--- src/rtl/eb_pkg.sv ---
// Shared definitions for the elastic skid buffer: state encodings and an
// occupancy decode used by the buffer and any checker bound to it.
package eb_pkg;

    typedef enum logic [1:0] {
        EB_EMPTY = 2'b00,
        EB_HALF  = 2'b01,
        EB_FULL  = 2'b10
    } eb_state_e;

    // Encoding 2'b11 is unreachable; it reports zero words held.
    function automatic logic [1:0] eb_occ_of(input eb_state_e st);
        case (st)
            EB_HALF: eb_occ_of = 2'd1;
            EB_FULL: eb_occ_of = 2'd2;
            default: eb_occ_of = 2'd0;
        endcase
    endfunction

endpackage

--- src/rtl/eb_skid_buf.sv ---
// Two-entry skid buffer: fully registered req/ack/data toward the consumer,
// no combinational path from i_0_ack back to t_0_ack, one word per cycle.
module eb_skid_buf
    import eb_pkg::*;
#(
    parameter int WIDTH = 32
) (
    input  logic             clk,
    input  logic             reset_n,
    input  logic             t_0_req,
    output logic             t_0_ack,
    input  logic [WIDTH-1:0] t_0_data,
    output logic             i_0_req,
    input  logic             i_0_ack,
    output logic [WIDTH-1:0] i_0_data,
    output logic [1:0]       occ
);

    // Handshake: a word moves on a port in any cycle where its req and ack
    // are both high at the rising edge; req/data are never retracted by the
    // buffer while its req is high and ack is low.

    eb_state_e        state_q, state_d;
    logic [WIDTH-1:0] main_q, main_d;
    logic [WIDTH-1:0] skid_q, skid_d;
    logic             wen, ren;

    assign t_0_ack  = (state_q != EB_FULL);
    assign i_0_req  = (state_q != EB_EMPTY);
    assign i_0_data = main_q;
    assign occ      = eb_occ_of(state_q);

    assign wen = t_0_req && t_0_ack;
    assign ren = i_0_req && i_0_ack;

    always_comb begin
        state_d = state_q;
        main_d  = main_q;
        skid_d  = skid_q;
        case (state_q)
            EB_EMPTY: begin
                if (wen) begin
                    state_d = EB_HALF;
                    main_d  = t_0_data;
                end
            end
            EB_HALF: begin
                if (wen && !ren) begin
                    state_d = EB_FULL;
                    skid_d  = t_0_data;
                end else if (ren && !wen) begin
                    state_d = EB_EMPTY;
                end else if (wen && ren) begin
                    main_d  = t_0_data;
                end
            end
            EB_FULL: begin
                // The skid word is older than anything still upstream.
                if (ren) begin
                    state_d = EB_HALF;
                    main_d  = skid_q;
                end
            end
            default: begin
                state_d = EB_EMPTY;
            end
        endcase
    end

    always_ff @(posedge clk or negedge reset_n) begin
        if (!reset_n) begin
            state_q <= EB_EMPTY;
            main_q  <= '0;
            skid_q  <= '0;
        end else begin
            state_q <= state_d;
            main_q  <= main_d;
            skid_q  <= skid_d;
        end
    end

    a_no_wen_full: assert property (@(posedge clk) disable iff (!reset_n)
        !(wen && state_q == EB_FULL))
        else $error("eb_skid_buf: write accepted while full");

    a_no_ren_empty: assert property (@(posedge clk) disable iff (!reset_n)
        !(ren && state_q == EB_EMPTY))
        else $error("eb_skid_buf: read while empty");

    a_legal_state: assert property (@(posedge clk) disable iff (!reset_n)
        state_q != eb_state_e'(2'b11))
        else $error("eb_skid_buf: illegal state encoding");

    a_stall_stable: assert property (@(posedge clk) disable iff (!reset_n)
        (i_0_req && !i_0_ack) |=> (i_0_req && $stable(i_0_data)))
        else $error("eb_skid_buf: output changed under stall");

    a_occ_count: assert property (@(posedge clk) disable iff (!reset_n)
        $past(reset_n) |->
            (occ == 2'($past(occ) + 2'($past(wen)) - 2'($past(ren)))))
        else $error("eb_skid_buf: occupancy disagrees with transfer count");

endmodule

--- config.mk ---
export PLATFORM = sky130hd
export DESIGN_NAME = eb_skid_buf
export DESIGN_NICKNAME = d
export VERILOG_FILES = /design/src/rtl/eb_pkg.sv /design/src/rtl/eb_skid_buf.sv
export SDC_FILE = /design/constraint.sdc
export NUM_CORES = 1
export LEC_CHECK = 0
export ABC_AREA = 1
export CORE_ASPECT_RATIO = 0.6
export CORE_MARGIN = 3
export CORE_UTILIZATION = 35
export DETAILED_ROUTE_END_ITERATION = 10
export HOLD_SLACK_MARGIN = 0.08
export PLACE_DENSITY = 0.65
export SETUP_SLACK_MARGIN = 0.05
export SLEW_MARGIN = 20
export SYNTH_ARGS = -nofsm -noshare
export SYNTH_HDL_FRONTEND = slang
export SYNTH_SLANG_ARGS = --single-unit
--- constraint.sdc ---
create_clock -name clk -period 3.8 [get_ports clk]
set_clock_uncertainty 0.2 [all_clocks]
set_input_delay 0.38 -clock clk [delete_from_list [all_inputs] [get_ports clk]]
set_output_delay 0.38 -clock clk [all_outputs]
set_load 0.05 [all_outputs]
# Yosys cells after proc, flatten, opt, wreduce, memory -nomap -nowiden
# Index checks and enable logic that the tools add are counted.
dict set report op_classes {
  n_eq_ne 9
  mux 12
  n_reduce_logical 13
}
# op n
set op_table {}
lappend op_table {{$mux W32} 5}
lappend op_table {{$pmux W32 S3} 1}
lappend op_table {{$ne A2 B2 Y1 const B} 6}
lappend op_table {{$mux W2} 4}
lappend op_table {{$pmux W2 S3} 1}
lappend op_table {{$reduce_and A6 Y1} 1}
lappend op_table {{$logic_and A1 B1 Y1} 5}
lappend op_table {{$pmux W2 S2} 1}
lappend op_table {{$ne A3 B3 Y1 const B} 1}
lappend op_table {{$reduce_and A3 Y1} 1}
lappend op_table {{$reduce_bool A3 Y1} 1}
lappend op_table {{$eq A2 B1 Y1 const B} 1}
lappend op_table {{$eq A2 B2 Y1 const B} 1}
lappend op_table {{$logic_not A1 Y1} 2}
lappend op_table {{$logic_not A2 Y1} 1}
lappend op_table {{$reduce_and A2 Y1} 1}
lappend op_table {{$reduce_bool A2 Y1} 1}
dict set report word_totals {
  ff_bits 66
  output_inout_bits 36
}

# Logic depth before layout (Yosys ltp)
dict set report logic_depth {
  depth_word 7
  ltp_mapped 13
  ltp_nobuf 11
}

# Worst setup path before layout
# No wires, ideal clock.
dict set report synth_timing {
  path_kind {reg2reg}
  startpoint {register state_q[1]}
  endpoint {register main_q[0] (netlist: i_0_data[0])}
  arrival_time_ns 1.962
  path_slack_ns 1.519
  path_stages_with_launch 14
  path_buffers 3
  period_less_slack_ns 2.281
  path_cell_list {dfrtp_1 inv_1 nor2_4 buf_4 nor2_1 ha_1 buf_2 nor2_1 nand2_1 nand2_1 nand2_2 buf_6 nand2_1 nand2_1}
}
dict set report synth_via {
  elab_chain_len 6
}
# element line
set synth_lines {}
lappend synth_lines {{start, declared} eb_skid_buf.sv:23} ;# eb_state_e state_q, state_d;
lappend synth_lines {{start signal, assigned} eb_skid_buf.sv:76} ;# state_q <= state_d;
lappend synth_lines {{$ne A2 B2 Y1 / $reduce_bool A2 Y1 (equally long branches)} {eb_skid_buf.sv:28, eb_skid_buf.sv:29}}
lappend synth_lines {{$logic_and A1 B1 Y1 (on tied branches)} {eb_skid_buf.sv:33, eb_skid_buf.sv:34}}
lappend synth_lines {{$logic_not A1 Y1 (on tied branches)} {eb_skid_buf.sv:51, eb_skid_buf.sv:48}}
lappend synth_lines {{$logic_and A1 B1 Y1 (on tied branches)} {eb_skid_buf.sv:51, eb_skid_buf.sv:48}}
lappend synth_lines {{$ne A2 B2 Y1 (no line)} n/a}
lappend synth_lines {{$reduce_and A6 Y1 (no line)} n/a}
lappend synth_lines {{end signal, assigned} eb_skid_buf.sv:77} ;# main_q <= main_d;
lappend synth_lines {{end, declared} eb_skid_buf.sv:24} ;# logic [WIDTH-1:0] main_q, main_d;
# Several ways; a longest one is shown, not always the timed one.
# A chain may end at the register's enable or synchronous reset.

# Final worst setup path
dict set report layout_timing {
  startpoint {register state_q[0]}
  endpoint {output port occ[0]}
}
dict set report layout_via {
  elab_chain_len 2
}
# element line
set layout_lines {}
lappend layout_lines {{$eq A2 B2 Y1 / $eq A2 B1 Y1 (equally long branches)} eb_pkg.sv:13} ;# case (st)
lappend layout_lines {{$pmux W2 S2 *} eb_pkg.sv:13}
lappend layout_lines {{end, declared} eb_skid_buf.sv:16} ;# output logic [1:0] occ
# Every way passes the cells marked *; elsewhere a longest branch is shown, timed or not.

==> impl_metrics.tcl <==
set metrics [dict create \
    rsz0062_at_grt "no" \
    cts_max_level 3 \
    status "complete, no violations" \
    grt_overflow_total 0 \
    yosysSeqAreaShare_pct 52.74 \
    die_w_um 128.1 \
    cp.arrival_ns 2.32 \
    slowest_stage "clkdlybuf4s50_1" \
    die_h_um 79.27 \
    io_buffers 71 \
    hold_class "reg -> reg" \
    hpwl_um 5577 \
    placed_cell_area_um2 3882 \
    yosys_warnings 0 \
    finalHoldViolations 0 \
    drt-initial-drc-count 200 \
    syn_area_um2 3132 \
    cts.sinks 66 \
    clockBufferDepth 2 \
    insertion_delay_ns 0.33 \
    post_cts_buffers 0 \
    routed_wl_um 8233 \
    cts_tree "done" \
    end_kind "output pin" \
    antenna_found_initial 0 \
    grt_max_degree 38 \
    ys_ff_latch 66 \
    avgSynthCellArea_um2 7.638 \
    min_to "i_0_data[3]" \
    dr_total_vias 2805 \
    fp-row-count 26 \
    timing.final.crit_share_pct 76.38 \
    dp_slack_ns 0.6851 \
    root_buffer "clkbuf_16" \
    critPathKind "reg -> out" \
    fin_area_um2 4153 \
    core_area_um2 8621 \
    timing.rr.end "i_0_data[17]" \
    ios 72 \
    min_delay_path_depth 2 \
    grt_usage_pct 17.54 \
    gp_congestion 0.7988 \
    max-vdd-ir-drop_mv 0.4927 \
    setup_violations 0 \
    syn_inst 410 \
    cp-startpoint "state_q[0]" \
    startpoint_type "flip-flop" \
    start_util_pct 36.33 \
    worstHoldStart "i_0_data[3]" \
    via_per_inst 4.754 \
    path_clk_slew_ns 0.05 \
    rr_worst_depth 12 \
    min_period_ns 2.903 \
    dr.pass1.iters 4 \
    tightest_slew_ns 0.6649 \
    max_freq_mhz 344.5 \
    wl_per_cell_um 13.95 \
    cts-buffers-inserted 9 \
    p_total_mw 4.211 \
    layout.nets 515 \
    die_area_um2 10160 \
    drv_cap 0 \
    drcViolationCount 0 \
    cp_cell_sequence "inv_2 -> nor2_4 -> buf_4 -> clkdlybuf4s50_1" \
    slew_viol_final 0 \
    drive_above_1_share_pct 5.230 \
    diodes 0 \
    crit_fanout 28 \
    grt_pass1_wl_um 13840 \
    tns_ns 0 \
    synth_cell_types 14 \
    max_stage_delay_ns 0.86 \
    mappedNetlistNets 449 \
    syn_to_final_growth_pct 32.60 \
    rrSetupSlack_ns 0.94 \
    first_global_vias 2676 \
    final_antenna_net_count 0 \
    rr_startpoint "state_q[0]" \
    power_per_cell_area_nw_per_um2 1014 \
    hold_ws_ns 0.2688 \
    fin_ws_ns 0.8975 \
    critical_path_required_ns 3.22 \
    max-slew-margin-rel_pct 55.67 \
    p_leak_nw 2.171 \
]
[cells in the mapped netlist]
master	instances	area, um^2
dfrtp_1	66	1652
buf_2	13	65.06
nand2_1	232	870.8
nand2_2	1	6.260
inv_1	7	26.28
nor2_4	2	22.52
ha_1	3	37.54
buf_6	3	33.78
clkbuf_1	3	11.26
nand3_1	66	330.3
inv_2	2	7.510
nor2_1	5	18.77
a21oi_1	1	5.000
buf_4	6	45.04
[registers in the layout (all words and copies together) (netlist names)]
register,cells
state_q,2
skid_q,32
i_0_data,32
[kinds of logic after synthesis]
logic type	Yosys count	synth area share, %
adders and majority gates	3	1.199
buffers and inverters	34	6.033
and+or+nand+nor	306	39.87
DFF	66	52.74
AOI/OAI and AO/OA	1	0.1597
[cells in the final DEF, fill, tap and decap left out]
cell type	synthesis	routed
nor2_4	2	2
inv_1	7	7
buf_2	13	1
clkbuf_16	0	9
buf_4	6	8
clkdlybuf4s50_1	0	70
dfrtp_1	66	66
clkbuf_8	0	2
ha_1	3	3
nand3_1	66	66
nand2_2	1	1
inv_2	2	2
nor2_1	5	5
nand2_1	232	232
a21oi_1	1	1
dlygate4sd3_1	0	1
clkbuf_1	3	2
[critical path, delay by kind of cell (launching register included)]
kind                   cells  cell delay (ns)
AND/OR/NAND/NOR            1             0.21
flip-flops                 1             0.48
buffers and inverters      3             1.30
[per-layer routing]
metal | wire length (um) | GRT usage (%) | vias to the layer above | share of wire, %
li1 | - | - | 1407 | -
met1 | 4008 | 25.36 | 1295 | 49
met2 | 3493 | 24.63 | 103 | 42
met3 | 732 | 7.325 | 0 | 8.9
met4 | 0 | 3.178 | 0 | 0
met5 | 0 | 0 | - | 0
[report_power, final]
part | leakage (nW) | switching, mW | internal, mW
combinational | 1.23 | 1.54 | 0.680
sequential | 0.818 | 0.206 | 1.05
clock | 0.128 | 0.269 | 0.465
[layout make-up]
class / count / area (um^2)
clock buffers: 13 / 260.3
fillers: 840 / 4468
inverters: 9 / 33.78
multi-input cells: 310 / 1291
flip-flops and latches: 66 / 1652
well taps: 112 / 140.1
repair buffers: 80 / 775.7
[how the worst max path moves through the flow]
stage                         endpoint  slack (ns)  depth (start not counted)
final                           occ[0]        0.90                          4
after global routing      i_0_data[18]        0.59                         12
after CTS                       occ[0]        0.89                          4
after detailed placement  i_0_data[17]        0.69                         13
after global placement    i_0_data[17]        0.73                         13
after floorplan            i_0_data[0]        1.52                         13
[repair_timing]
| action | in CTS | in global routing |
|---|---|---|
| gates resized for setup | 0 | 0 |
| hold buffers | 1 | 0 |
| hold endpoints to repair | 29 | 0 |
[metrics by stage]
step                      utilization [%]  cells
after floorplan                         -    410
after global placement              45.04    576
after detailed placement            45.04    576
after CTS                           48.17    590
after global routing                48.17    590
final                               48.17    590
No activity file was read; power rests on OpenSTA's default activity.
